--- src/rtl/button_debouncer_pkg.sv ---
// Shared types and default constants for the push-button debouncer.
package button_pkg;

    // Debounce FSM states; btn_level is high in PRESSED and RELEASE_WAIT.
    typedef enum logic [1:0] {
        RELEASED     = 2'd0,
        PRESS_WAIT   = 2'd1,
        PRESSED      = 2'd2,
        RELEASE_WAIT = 2'd3
    } btn_state_t;

    // 10 ms and 1 s at a 100 MHz clock.
    localparam int unsigned DEFAULT_STABLE_CYCLES = 1_000_000;
    localparam int unsigned DEFAULT_LONG_CYCLES   = 100_000_000;

    // True in the states where the debounced button reads as pressed.
    function automatic logic is_held(input btn_state_t s);
        return (s == PRESSED) || (s == RELEASE_WAIT);
    endfunction

endpackage

--- src/rtl/button_debouncer_if.sv ---
// Button-side signal bundle: raw pin in, debounced level and strobes out.
// Strobe semantics: press_pulse, release_pulse and long_pulse are
// single-cycle, active-high event strobes with no back-pressure; the
// consumer must sample them every clock. btn_level is a steady level.
interface button_debouncer_if;
    logic btn_in;
    logic btn_level;
    logic press_pulse;
    logic release_pulse;
    logic long_pulse;

    // Side that owns the pin and consumes the debounced events.
    modport master (
        output btn_in,
        input  btn_level,
        input  press_pulse,
        input  release_pulse,
        input  long_pulse
    );

    // Debouncer side.
    modport slave (
        input  btn_in,
        output btn_level,
        output press_pulse,
        output release_pulse,
        output long_pulse
    );
endinterface

--- src/rtl/button_debouncer_sync.sv ---
// Two-flop synchronizer for the raw asynchronous button pin.
module sync_2ff (
    input  logic clk,
    input  logic n_reset,
    input  logic d,
    output logic q
);

    logic meta;

    // Two back-to-back flops; the first may go metastable, the second resolves it.
    always_ff @(posedge clk or negedge n_reset) begin
        if (!n_reset) begin
            meta <= 1'b0;
            q    <= 1'b0;
        end else begin
            meta <= d;
            q    <= meta;
        end
    end

endmodule

--- src/rtl/button_debouncer.sv ---
// Push-button debouncer: 2-flop synchronizer, 4-state qualification FSM,
// registered level and press/release strobes.
// Optional long-press strobe is enabled by defining BUTTON_DEBOUNCER_LONG_PRESS_EN;
// without it long_pulse is tied low and no long counter exists.
module button_debouncer
    import button_pkg::*;
#(
    parameter int unsigned STABLE_CYCLES = DEFAULT_STABLE_CYCLES,
    parameter int unsigned LONG_CYCLES   = DEFAULT_LONG_CYCLES
) (
    input  logic                 clk,
    input  logic                 n_reset,
    button_debouncer_if.slave    bus,
    output btn_state_t           state_dbg
);

    // One width for both counters, sized so the long count fits without wrap.
    localparam int CNT_W = $clog2(LONG_CYCLES + 1);
    localparam logic [CNT_W-1:0] STABLE_LAST = CNT_W'(STABLE_CYCLES - 1);
    localparam logic [CNT_W-1:0] CNT_MAX     = '1;

    logic             btn_sync;
    btn_state_t       state;
    btn_state_t       state_nxt;
    logic [CNT_W-1:0] cnt;
    logic [CNT_W-1:0] cnt_nxt;
    logic [CNT_W-1:0] cnt_inc;
    logic             press_set;
    logic             release_set;
    logic             level_q;
    logic             press_q;
    logic             release_q;

    sync_2ff u_sync (
        .clk     (clk),
        .n_reset (n_reset),
        .d       (bus.btn_in),
        .q       (btn_sync)
    );

    // Saturating increment: the stability counter never wraps.
    assign cnt_inc = (cnt == CNT_MAX) ? cnt : cnt + CNT_W'(1);

    // Next-state logic; a candidate edge must hold for STABLE_CYCLES samples.
    always_comb begin
        state_nxt   = state;
        cnt_nxt     = cnt;
        press_set   = 1'b0;
        release_set = 1'b0;
        case (state)
            RELEASED: begin
                if (btn_sync) begin
                    state_nxt = PRESS_WAIT;
                    cnt_nxt   = '0;
                end
            end
            PRESS_WAIT: begin
                if (!btn_sync) begin
                    state_nxt = RELEASED;
                end else if (cnt == STABLE_LAST) begin
                    state_nxt = PRESSED;
                    press_set = 1'b1;
                end else begin
                    cnt_nxt = cnt_inc;
                end
            end
            PRESSED: begin
                if (!btn_sync) begin
                    state_nxt = RELEASE_WAIT;
                    cnt_nxt   = '0;
                end
            end
            RELEASE_WAIT: begin
                if (btn_sync) begin
                    state_nxt = PRESSED;
                end else if (cnt == STABLE_LAST) begin
                    state_nxt   = RELEASED;
                    release_set = 1'b1;
                end else begin
                    cnt_nxt = cnt_inc;
                end
            end
            default: begin
                state_nxt = RELEASED;
                cnt_nxt   = '0;
            end
        endcase
    end

    // State, counter and registered outputs; reset discards any press in flight.
    always_ff @(posedge clk or negedge n_reset) begin
        if (!n_reset) begin
            state     <= RELEASED;
            cnt       <= '0;
            level_q   <= 1'b0;
            press_q   <= 1'b0;
            release_q <= 1'b0;
        end else begin
            state     <= state_nxt;
            cnt       <= cnt_nxt;
            level_q   <= is_held(state_nxt);
            press_q   <= press_set;
            release_q <= release_set;
        end
    end

    assign bus.btn_level     = level_q;
    assign bus.press_pulse   = press_q;
    assign bus.release_pulse = release_q;
    assign state_dbg         = state;

`ifdef BUTTON_DEBOUNCER_LONG_PRESS_EN
    localparam logic [CNT_W-1:0] LONG_LAST = CNT_W'(LONG_CYCLES - 1);
    localparam logic [CNT_W-1:0] LONG_SAT  = CNT_W'(LONG_CYCLES);

    logic [CNT_W-1:0] long_cnt;
    logic             long_q;

    // Long counter runs while held; it passes LONG_LAST once per press and
    // then parks at LONG_SAT, so the strobe cannot repeat.
    always_ff @(posedge clk or negedge n_reset) begin
        if (!n_reset) begin
            long_cnt <= '0;
            long_q   <= 1'b0;
        end else begin
            long_q <= is_held(state) && (long_cnt == LONG_LAST);
            if (press_set || release_set) begin
                long_cnt <= '0;
            end else if (is_held(state) && (long_cnt != LONG_SAT)) begin
                long_cnt <= long_cnt + CNT_W'(1);
            end
        end
    end

    assign bus.long_pulse = long_q;
`else
    assign bus.long_pulse = 1'b0;
`endif

endmodule
--- src/flat_wrapper.sv ---
// flat-port wrapper written by rule: the top's interface ports become plain ports
module button_debouncer_flat import button_pkg::*;
#(
    parameter int unsigned STABLE_CYCLES = DEFAULT_STABLE_CYCLES,
    parameter int unsigned LONG_CYCLES   = DEFAULT_LONG_CYCLES
)
  (clk, n_reset, state_dbg, bus_btn_in, bus_btn_level, bus_press_pulse, bus_release_pulse, bus_long_pulse);
  button_debouncer_if bus_i ();
  input  logic clk;
  input  logic n_reset;
  output btn_state_t state_dbg;
  input wire logic [$bits(bus_i.btn_in)-1:0] bus_btn_in;
  output wire logic [$bits(bus_i.btn_level)-1:0] bus_btn_level;
  output wire logic [$bits(bus_i.press_pulse)-1:0] bus_press_pulse;
  output wire logic [$bits(bus_i.release_pulse)-1:0] bus_release_pulse;
  output wire logic [$bits(bus_i.long_pulse)-1:0] bus_long_pulse;
  assign bus_i.btn_in = bus_btn_in;
  assign bus_btn_level = bus_i.btn_level;
  assign bus_press_pulse = bus_i.press_pulse;
  assign bus_release_pulse = bus_i.release_pulse;
  assign bus_long_pulse = bus_i.long_pulse;
  button_debouncer #(.STABLE_CYCLES(STABLE_CYCLES), .LONG_CYCLES(LONG_CYCLES)) u_core (.clk(clk), .n_reset(n_reset), .bus(bus_i), .state_dbg(state_dbg));
endmodule
--- config.mk ---
export PLATFORM = sky130hd
export DESIGN_NAME = button_debouncer_flat
export DESIGN_NICKNAME = d
export VERILOG_FILES = /design/src/rtl/button_debouncer_pkg.sv /design/src/rtl/button_debouncer_if.sv /design/src/rtl/button_debouncer_sync.sv /design/src/rtl/button_debouncer.sv /design/src/flat_wrapper.sv
export SDC_FILE = /design/constraint.sdc
export NUM_CORES = 1
export LEC_CHECK = 0
export CAP_MARGIN = 15
export CORE_ASPECT_RATIO = 1.5
export CORE_MARGIN = 4
export CORE_UTILIZATION = 45
export CTS_BUF_LIST = sky130_fd_sc_hd__clkbuf_16
export CTS_CLUSTER_DIAMETER = 150
export DETAILED_ROUTE_END_ITERATION = 12
export SKIP_CTS_REPAIR_TIMING = 1
export SLEW_MARGIN = 0
export SYNTH_ARGS = -nofsm -noshare
export SYNTH_HDL_FRONTEND = slang
export SYNTH_SLANG_ARGS = --single-unit
--- constraint.sdc ---
create_clock -name clk -period 5.1 [get_ports clk]
set_input_delay 1.02 -clock clk [delete_from_list [all_inputs] [get_ports clk]]
set_output_delay 1.02 -clock clk [all_outputs]
set_load 0.03 [all_outputs]
Word level (Yosys, flattened, before mapping)
Cells that the tools add are included.
{"block": "word_totals", "latchBits": 0, "inputBits": 3, "out_inout_bits": 6, "mem_bits_ro": 0, "register_bits": 34, "word_cells": 41, "mem_count": 0, "ram_bits": 0}
{"block": "op_classes", "n_eq_ne": 11, "bitwise": 0, "div": 0, "n_mul": 0, "reduce_logical": 3, "add_sub_neg": 1, "shift": 0, "muxes": 19, "order_cmp": 0}
{"op": "$mux W27", "n": 6}
{"op": "$pmux W27 S4", "n": 1}
{"op": "$add A27 B1 Y27 const B", "n": 1}
{"op": "$eq A27 B20 Y1 const B", "n": 1}
{"op": "$eq A27 B27 Y1 const B", "n": 1}
{"op": "$mux W2", "n": 6}
{"op": "$eq A2 B2 Y1 const B", "n": 4}
{"op": "$ne A2 B2 Y1 const B", "n": 4}
{"op": "$pmux W2 S4", "n": 1}
{"op": "$mux W1", "n": 5}
{"op": "$reduce_and A4 Y1", "n": 1}
{"op": "$eq A2 B1 Y1 const B", "n": 1}
{"op": "$logic_not A2 Y1", "n": 1}
{"op": "$logic_or A1 B1 Y1", "n": 1}

Longest topological paths before layout
Gate-level depths: netlist of the first run.
{"block": "logic_depth", "depth_word": 6, "mapped_depth": 8}

Modules after synthesis
A second synthesis of the first run with hierarchy kept.
{"block": "hier_totals", "cells_unflattened": 209, "hier_area_um2": 1981.9}
{"mod": "button_debouncer", "area_each_um2": 1931.9, "cells_each": 207, "n_inst": 1}
{"mod": "sync_2ff", "area_each_um2": 50.0, "cells_each": 2, "n_inst": 1}

Worst setup path after synthesis of the first run
No wires, ideal clock.
{"block": "synth_timing", "path_kind": "reg2reg", "startpoint": "register u_core.cnt[0]", "endpoint": "register u_core.cnt[22]", "setup_ns": 0.133, "path_stages_with_launch": 8, "arrival_ns": 1.685, "setup_slack_ns": 3.282, "cell_sequence": "dfrtp_1 ha_1 nand3_4 nor4_4 buf_6 a41oi_1 o31ai_1 o41ai_1"}
{"block": "synth_via", "elab_chain_cells": 5, "elab_cells_between_ends": 8, "cone_classes": "add/sub: 1; eq/ne: 2; mux: 5"}
{"element": "from (decl)", "line_no": "button_debouncer.sv:25", "text": "logic [CNT_W-1:0] cnt;"}
{"element": "from (signal assigned)", "line_no": "button_debouncer.sv:100", "text": "cnt <= cnt_nxt;"}
{"element": "$add A27 B1 Y27 / $eq A27 B27 Y1 (equally long branches)", "line_no": "button_debouncer.sv:42", "text": "assign cnt_inc = (cnt == CNT_MAX) ? cnt : cnt + CNT_W'(1);"}
{"element": "$mux W27", "line_no": "button_debouncer.sv:42"}
{"element": "$mux W27 (*)", "line_no": "button_debouncer.sv:60, button_debouncer.sv:76"}
{"element": "$mux W27 (on tied branches)", "line_no": "button_debouncer.sv:74, button_debouncer.sv:58"}
{"element": "$pmux W27 S4 (*)", "line_no": "button_debouncer.sv:50", "text": "case (state)"}
Mark *: on every way between the ends. The rest lies on a longest branch, timed or not. The select of a mux whose other input is x is not followed.
A chain may end at the register's enable or synchronous reset.

Final worst setup path of the first run
{"block": "layout_timing", "startpoint": "register u_core.cnt[0]", "endpoint": "register u_core.cnt[2]"}
Same word-level chain as after synthesis.

==> metrics.md, run 1 <==
| Metric | Value |
|---|---|
| Status | completed |
| WP data arrival | around 3 ns |
| Seq/Total Area, Yosys | a little over two fifths |
| Setup TNS Final | 0 ns |
| Achievable frequency | roughly 350 MHz |
| Max_cap viols | 0 |
| Drt initial violations | 82 |
| Clock skew | approximately 0.0035 ns |
| RD Place Congestion | between 0.7 and 0.8 |
| Ant. Diodes | 0 |
| Vias | 1621 |
| Final WL | ~4500 um |
| Clock-pin slew on the worst setup and hold paths | 0.05 ns |
| Yosys reg bits | 34 |
| Total gr overflow | 0 |
| Initial core utilization | 46.77% |
| Synth warn | 0 |
| Vias per cell | slightly below 7 |
| CTS tree | done |
| Avg Inst Size Synth | slightly above 10 um^2 |
| Minimum clock period | 2.880 ns |
| Drt wl/cell | 18.49 um |
| Post-synth EDFFs | 0 |
| Deepest clock path buffer count | 2 |
| # IOs | 9 |
| Syn Std Cell Area | between 1500 and 2000 um^2 |
| Slew headroom | between 40% and 50% |
| Row count | 29 |
| Peak supply drop | about 260 uV |
| Post-Layout Cell Count | between 200 and 250 |
| Final Slew Violations | 0 |
| Leak pwr | around 0.00091 uW |
| IO buf count | 7 |
| Hpwl dp | ~3000 um |
| Vias in the first global route | 1570 |
| Most frequent cells in the layout | dfrtp_1, o31ai_1, nand2_1 |
| Die footprint | approximately 5600 um^2 |
| Distinct cells, synth | 46 |
| Fin worst setup slack | around 2.2 ns |
| Slew @ Worst Pin | 0.8824 ns |
| Core Box Area | around 4200 um^2 |
| Worst setup EP type | register |
| Share of cells above drive strength 1 | 10.77% |
| RSZ-0062 raised after global routing | no |
| Critical-path maximum fanout | 23 |
| Final setup violation count | 0 |
| Primary FF master, synth | dfrtp_1 |
| Critical Path Start Type | register |
| Gr usage total | ~17% |
| First-pass GRT wire length | approximately 7500 um |
| Final core occ | approximately half |
| Commonest non-fill, non-tap cell in the layout | dfrtp_1 |
| Crit Path Class | reg2reg |
| H-tree depth | 2 |
| # clock sinks | 34 |
| Power Dens Cells | 285.0 nW/um^2 |
| Tcrit/Tclk final | 56.47% |
| Post-placement cell count | between 200 and 250 |
| Initial antenna violation count | 0 |
| Largest net degree at the start of global routing | 35 |
| Num CTS Buffers | 5 |
| CP required | about 5.3 ns |
| Synth Instances | ~190 |
| Pre-CTS setup slack | 2.257 ns |
| Remaining routing DRC violations | 0 |
| Synthesized net count | just under 200 |
| Detailed Routing Iterations Pass 1 | 4 |
| Die Ht | 89.36 um |
| Final hold vios | 0 |
| Clock latency at the later pin of the worst-skew pair | 0.27 ns |
| Die W | 62.24 um |
| Worst hold path class | reg2reg |
| Antenna-violating nets left | 0 |
| Root Driver | clkbuf_16 |
| Nets@finish | roughly 200 |
| Ys async rst share | 100.0% |
| Area Growth Syn to Fin | 7.813% |
[final cells by class]
class,instances,area [um^2]
fill,391,2105
multi-input combinational,142,1006
sequential,34,850.8
clock buffer,5,125.1
timing repair buffer,8,77.57
tap,46,57.56
clock inverter,3,12.51
inverter,3,11.26
[layer usage]
metal | share of wire (%) | routed length (um) | track usage [%]
met5 | 0 | 0 | 0
met4 | 2.5 | 110 | 8.679
met3 | 4.5 | 202 | 3.648
met2 | 50 | 2229 | 28.49
met1 | 43 | 1914 | 20.24
[metrics by stage]
stage	area, um^2	hold slack, ns	total power, uW
after floorplan	1986	0.3312	321.1
after global routing	2141	0.3579	638.0
after CTS	2141	0.3463	618.8
after global placement	2003	0.3451	333.4
final	2141	0.3455	610.2
after detailed placement	2003	0.3347	336.6
[critical path, cell delays in order (launching register included)]
cell and delay (ns):
dfrtp_1 0.41, ha_1 0.28, nand3_4 0.13, nor4_4 0.70
and3_1 0.86, nand2b_4 0.29, a211o_1 0.13
[final timing paths]
path                              endpoint  slack (ns)               start  cells after the start
max in group asynchronous    u_core.cnt[9]        3.64             n_reset                      2
min reg2reg                u_core.u_sync.q        0.35  u_core.u_sync.meta                      0
max reg2reg                  u_core.cnt[2]        2.22       u_core.cnt[0]                      6
min in group asynchronous   u_core.cnt[17]        1.15             n_reset                      2
min                        u_core.u_sync.q        0.35  u_core.u_sync.meta                      0
max                          u_core.cnt[2]        2.22       u_core.cnt[0]                      6
[where the power goes]
group	switching [uW]	internal, uW
clock network	102	176
logic	26.0	13.7
registers	14.6	278
total	143	467
[synth_stat cells, types with 4 or more instances]
cell type / count / area, um^2
buf_2: 4 / 20.02
nor2_1: 9 / 33.78
a31oi_1: 6 / 37.54
and3_1: 5 / 31.28
nand2_1: 11 / 41.29
o31ai_1: 32 / 240.2
nand3_1: 8 / 40.04
o41ai_1: 4 / 35.03
a21oi_1: 6 / 30.03
o21ai_0: 7 / 35.03
nand4_1: 8 / 50.05
buf_6: 4 / 45.04
nor3_1: 4 / 20.02
dfrtp_1: 34 / 850.8
[cell families after synthesis]
family	share of synthesized area [%]
compound gates	25.71
simple gates	22.56
flops	42.85
buf+inv	6.490
mux	1.134
fa+ha+maj	0.6300
other cells	0.1889
xor+xnor	0.4412
[sequential cells by signal, summed over array words and instances, names as in the netlist]
| signal | count |
|---|---|
| u_core.u_sync.meta | 1 |
| u_core.bus.btn_level | 1 |
| u_core.bus.press_pulse | 1 |
| u_core.cnt | 27 |
| u_core.u_sync.q | 1 |
| u_core.state_dbg | 2 |
| u_core.bus.release_pulse | 1 |
No activity file was read; power rests on OpenSTA's default activity.
==> run 2: changes to the inputs <==
Clock period 5.1 ns to 3 ns, I/O delays scaled along.
==> metrics.md, run 2 (same netlist as run 1, synthesis figures left out) <==
| Metric | Value |
|---|---|
| WP buf/inv | 2 |
| Remaining routing DRC violations | 0 |
| Gr usage total | between 10% and 20% |
| Final WL | ~4400 um |
| Final setup violation count | 0 |
| Final Slew Violations | 0 |
| # IOs | 9 |
| H-tree depth | 2 |
| Die W | around 62 um |
| Fin worst setup slack | about 0.66 ns |
| Critical-path maximum fanout | 13 |
| Power Dens Cells | ~520 nW/um^2 |
| Worst path cell trace | ha_1 -> nand3_4 -> nor4_4 -> buf_4 -> and3_1 -> buf_4 -> o31ai_1 -> o31ai_1 |
| Slowest CP cell | and3_1 |
| Drt initial violations | 70 |
| Uppermost layer routed | met4 |
| Tcrit/Tclk final | around 80% |
| Leak pwr | ~0.00094 uW |
| Final hold vios | 0 |
| RD Place Congestion | slightly above 0.8 |
| Deepest clock path buffer count | 2 |
| Most frequent cells in the layout | dfrtp_1, o31ai_1, nand2_1 |
| Clock latency at the later pin of the worst-skew pair | approximately 0.27 ns |
| # clock sinks | 34 |
| Share of cells above drive strength 1 | between 10% and 20% |
| Largest net degree at the start of global routing | 35 |
| Nets@finish | a little over 200 |
| Slew headroom | 57.23% |
| Vias in the first global route | 1637 |
| Root Driver | clkbuf_16 |
| Vias | roughly 1600 |
| Minimum clock period | 2.338 ns |
| Core Box Area | roughly 4200 um^2 |
| WP data arrival | roughly 2.5 ns |
| Worst reg2reg endpoint | u_core.cnt[23] |
| Worst r2r path cells | 8 |
| Worst hold path class | reg2reg |
| Worst setup EP type | register |
| Status | completed |
| Achievable frequency | between 400 and 500 MHz |
| Setup TNS Final | 0 ns |
| RSZ-0062 raised after global routing | no |
| Row count | 29 |
| Ant. Diodes | 0 |
| IO buf count | 7 |
| Hpwl dp | 3004 um |
| Final core occ | about 52% |
| CP Depth | 8 |
| Setup crit end | u_core.cnt[23] |
| Pre-CTS setup slack | just over 0.7 ns |
| Met2 WL | 2142 um |
| R2R Path Start | u_core.cnt[0] |
| Crit Path Class | reg2reg |
| Drt wl/cell | ~18 um |
| Max_cap viols | 0 |
| Commonest non-fill, non-tap cell in the layout | dfrtp_1 |
| Slew @ Worst Pin | approximately 0.64 ns |
| Initial core utilization | 46.77% |
| Delay-heaviest family, CP | simple AND/OR/NAND/NOR gates |
| CTS tree | done |
| DRT met1 WL | about 1800 um |
| Vias per cell | roughly 6.5 |
| Area Growth Syn to Fin | 10.71% |
| Die footprint | roughly 5600 um^2 |
| Total gr overflow | 0 |
| Antenna-violating nets left | 0 |
| Critical Path Start Type | register |
| CP required | 3.17 ns |
| Detailed Routing Iterations Pass 1 | 4 |
| Num CTS Buffers | 5 |
| Register-to-register setup slack | around 0.66 ns |
| Worst hold slack | 0.3583 ns |
| Biggest register | u_core.cnt |
| Initial antenna violation count | 0 |
| Crit-path max cell delay | ~0.42 ns |
| DR WL met3 | around 220 um |
| Clock-pin slew on the worst setup and hold paths | 0.05 ns |
| Clock skew | approximately 0.0035 ns |
| First-pass GRT wire length | between 7000 and 8000 um |
| Die Ht | around 89 um |
| CP startpoint | u_core.cnt[0] |
| Max reg flops | 27 |
| Peak supply drop | around 750 uV |
run 2: cell count changes in the layout (fill, tap and decap cells not counted):
cell       delta
buf_4         +4
bufinv_16     +1
clkinv_1      -1
clkinv_2      +1
inv_1         -1
run 2: through the flow:
step / cells / power, uW / cell area [um^2]
finish: 245 / 1133 / 2198
global route: 245 / 1182 / 2198
CTS: 245 / 1148 / 2198
detailed placement: 237 / 571.0 / 2033
global placement: 237 / 569.2 / 2033
floorplan: 193 / 545.9 / 1986
run 2: worst min-delay path by stage:
stage	startpoint	endpoint	cells past startpoint
after floorplan	n_reset	u_core.bus.btn_level	0
after global placement	u_core.u_sync.meta	u_core.u_sync.q	0
after detailed placement	u_core.u_sync.meta	u_core.u_sync.q	0
after CTS	u_core.u_sync.meta	u_core.u_sync.q	0
after global routing	u_core.u_sync.meta	u_core.u_sync.q	0
final	u_core.u_sync.meta	u_core.u_sync.q	0
run 2: layout make-up:
cell class | count | area [um^2]
clock buffers | 5 | 125.1
well taps | 46 | 57.56
flip-flops and latches | 34 | 850.8
repair buffers | 12 | 107.6
clock inverters | 3 | 40.04
inverters | 3 | 11.26
multi-input cells | 142 | 1006
fillers | 378 | 2047
run 2: metal layers:
metal | GRT usage, % | vias to the layer above
met5 | 0 | -
met4 | 12.03 | 0
met3 | 4.151 | 13
met2 | 28.49 | 48
met1 | 20.73 | 755
li1 | - | 773
run 2: report_power, final:
group,leakage (uW),internal (uW),total (uW),switching (uW)
registers,0.000465,472,495,23.4
logic,0.000391,24.7,66.9,42.2
clock network,0.0000836,388,571,183
run 2: worst reg2reg max path, delay by kind of cell (launching register included):
kind	cells	cell delay, ns
simple gates	3	0.84
buf+inv	2	0.51
flops	1	0.40
fa+ha+maj	1	0.28
compound gates	2	0.20
==> patch: new RTL, config.mk and constraints of run 2 <==
The package constant `DEFAULT_LONG_CYCLES` goes from 100_000_000 to 50_000_000.
--- a/src/rtl/button_debouncer_pkg.sv
+++ b/src/rtl/button_debouncer_pkg.sv
@@ -12,5 +12,5 @@
     // 10 ms and 1 s at a 100 MHz clock.
     localparam int unsigned DEFAULT_STABLE_CYCLES = 1_000_000;
-    localparam int unsigned DEFAULT_LONG_CYCLES   = 100_000_000;
+    localparam int unsigned DEFAULT_LONG_CYCLES   = 50_000_000;
 
     // True in the states where the debounced button reads as pressed.
Check against the original RTL: same outputs for any inputs over 10 cycles, from zero or initial values and one cycle with n_reset low; that may be too few to reach the edited logic, so the function may still have changed.
==> patch against run 2 <==
Via count up 4.0%. Critical endpoint is now u_core.cnt[19]. Worst setup slack got worse by 73 ps. Routed wire length rose by 0.30%. Sequential cell count decreased by 1. Area after synthesis decreased by 4.9%. Critical path type unchanged. Combinational power is 5.4% higher. Design area fell by 2.5%. Cell count rose by 2.9%. Power down 9.0%.
==> patch: results (changes against run 2) <==
metric	value	unit	change
hold_ws	357.8	ps	-0.5420 ps
synth_common_cells	33 x dfrtp_1, 22 x o31ai_1, 14 x nand3_1, 12 x nand2_1		
p_int	783.5	uW	-11%
yosysUniqueCellTypes	47		+2.2%
ir_worst_vdd	0.0004070	V	-46%
yosysSeqAreaShare	43.74	%	+0.89 points
wire_per_inst	17.41	um	-2.5%
clock_skew	2.934	ps	-0.5682 ps
hold_depth	0		unchanged
grtUsageMet3	4.599	%	+0.45 points
powerSeq	480	uW	-3%
cts_buffer_depth	2		unchanged
grt_max_degree	23		-34%
pre_cts_slack	669.8	ps	-35.51 ps
r2r_slack	590	ps	-70 ps
synthTopCellsByArea	dfrtp_1 44%, o31ai_1 8.7%, nand3_1 3.7%, nand2b_1 3.0%, nand4_1 3.0%		
slowest_stage	nor4b_1		
critPathTopFamily	simple AND/OR/NAND/NOR gates		
met1_usage	22.88	%	+2.2 points
syn-num-nets	199		+1.0%
slew_headroom	58.15	%	+0.92 points
drive_above_1_share	9.662	%	-3.9 points
place_congestion	0.8932		+10%
largest_reg_flops	26		-3.7%
grt_util_met2	29.60	%	+1.1 points
final_nets	210		+4.0%
crit_fanout	22		+9
r2r_cells	7		-1
status	completed		
cp.arrival	2560	ps	+50 ps
drt-initial-drc-count	78		+11%
grt_pass1_wl	7424	um	-4.3%
r2r_end	u_core.cnt[19]		
clock-root-buffer	clkbuf_16		
routed-via-count	1652		+4.0%
clk_pin_slew	50	ps	about the same
grt.total_usage	18.73	%	+1.1 points
p_clk	480	uW	-16%
postPlaceCellArea	0.002006	mm^2	-1.4%
largest_register	u_core.cnt		
grt_pass1_vias	1578		-3.6%
leakagePower	0.0008477	uW	-9.8%
dp_hpwl	3191	um	+6.2%
-- patch: routing by layer --
layer / wire length [um] / share of wire, % / vias to the layer above
met2: 2166 / 49 / 40
met1: 1913 / 44 / 808
li1: - / - / 793
met3: 197 / 4.5 / 11
met4: 109 / 2.5 / 0
met5: 0 / 0 / -
-- patch: through the flow --
stage	instances	total power (uW)
2_1_floorplan	195	532.7
3_3_place_gp	244	554.9
3_5_place_dp	244	558.4
4_1_cts	252	1037
5_1_grt	252	1070
6_report	252	1031
-- patch: cells by family (layout without fill, tap and decap cells) --
logic type / after synthesis / count (layout) / synth area share [%]
adders and majority gates: 1 / 1 / 0.6626
DFF: 33 / 33 / 43.74
muxes: 4 / 4 / 2.319
buffers and inverters: 14 / 26 / 4.704
xor gates and xnor gates: 1 / 1 / 0.4640
AOI/OAI and AO/OA: 54 / 54 / 20.54
other: 1 / 1 / 0.1986
and+or+nand+nor: 87 / 87 / 27.37
-- patch: area by class of cell --
class,count,area (um^2)
multi-input cells,148,973.4
repair buffers,14,135.1
well taps,45,56.30
clock buffers,5,125.1
clock inverters,3,12.51
fillers,366,1851
inverters,4,15.01
flip-flops and latches,33,825.8
-- patch: worst register-to-register path: stages, from the launching register on --
cell     delay [ps]
dfrtp_1         400
ha_1            240
nand4_1         170
nor4b_1         420
and2_1          410
buf_12          210
nor4_1           80
mux2_1          340
-- patch: worst max path at each step --
stage                                   start        endpoint  slack [ps]  cells past startpoint
final                           u_core.cnt[0]  u_core.cnt[19]         590                      7
after CTS                       u_core.cnt[0]  u_core.cnt[19]         640                      7
after detailed placement        u_core.cnt[0]  u_core.cnt[19]         670                      7
after global routing            u_core.cnt[0]  u_core.cnt[19]         460                      7
after floorplan           u_core.state_dbg[0]  u_core.cnt[19]         950                      7
after global placement          u_core.cnt[0]  u_core.cnt[19]         760                      7
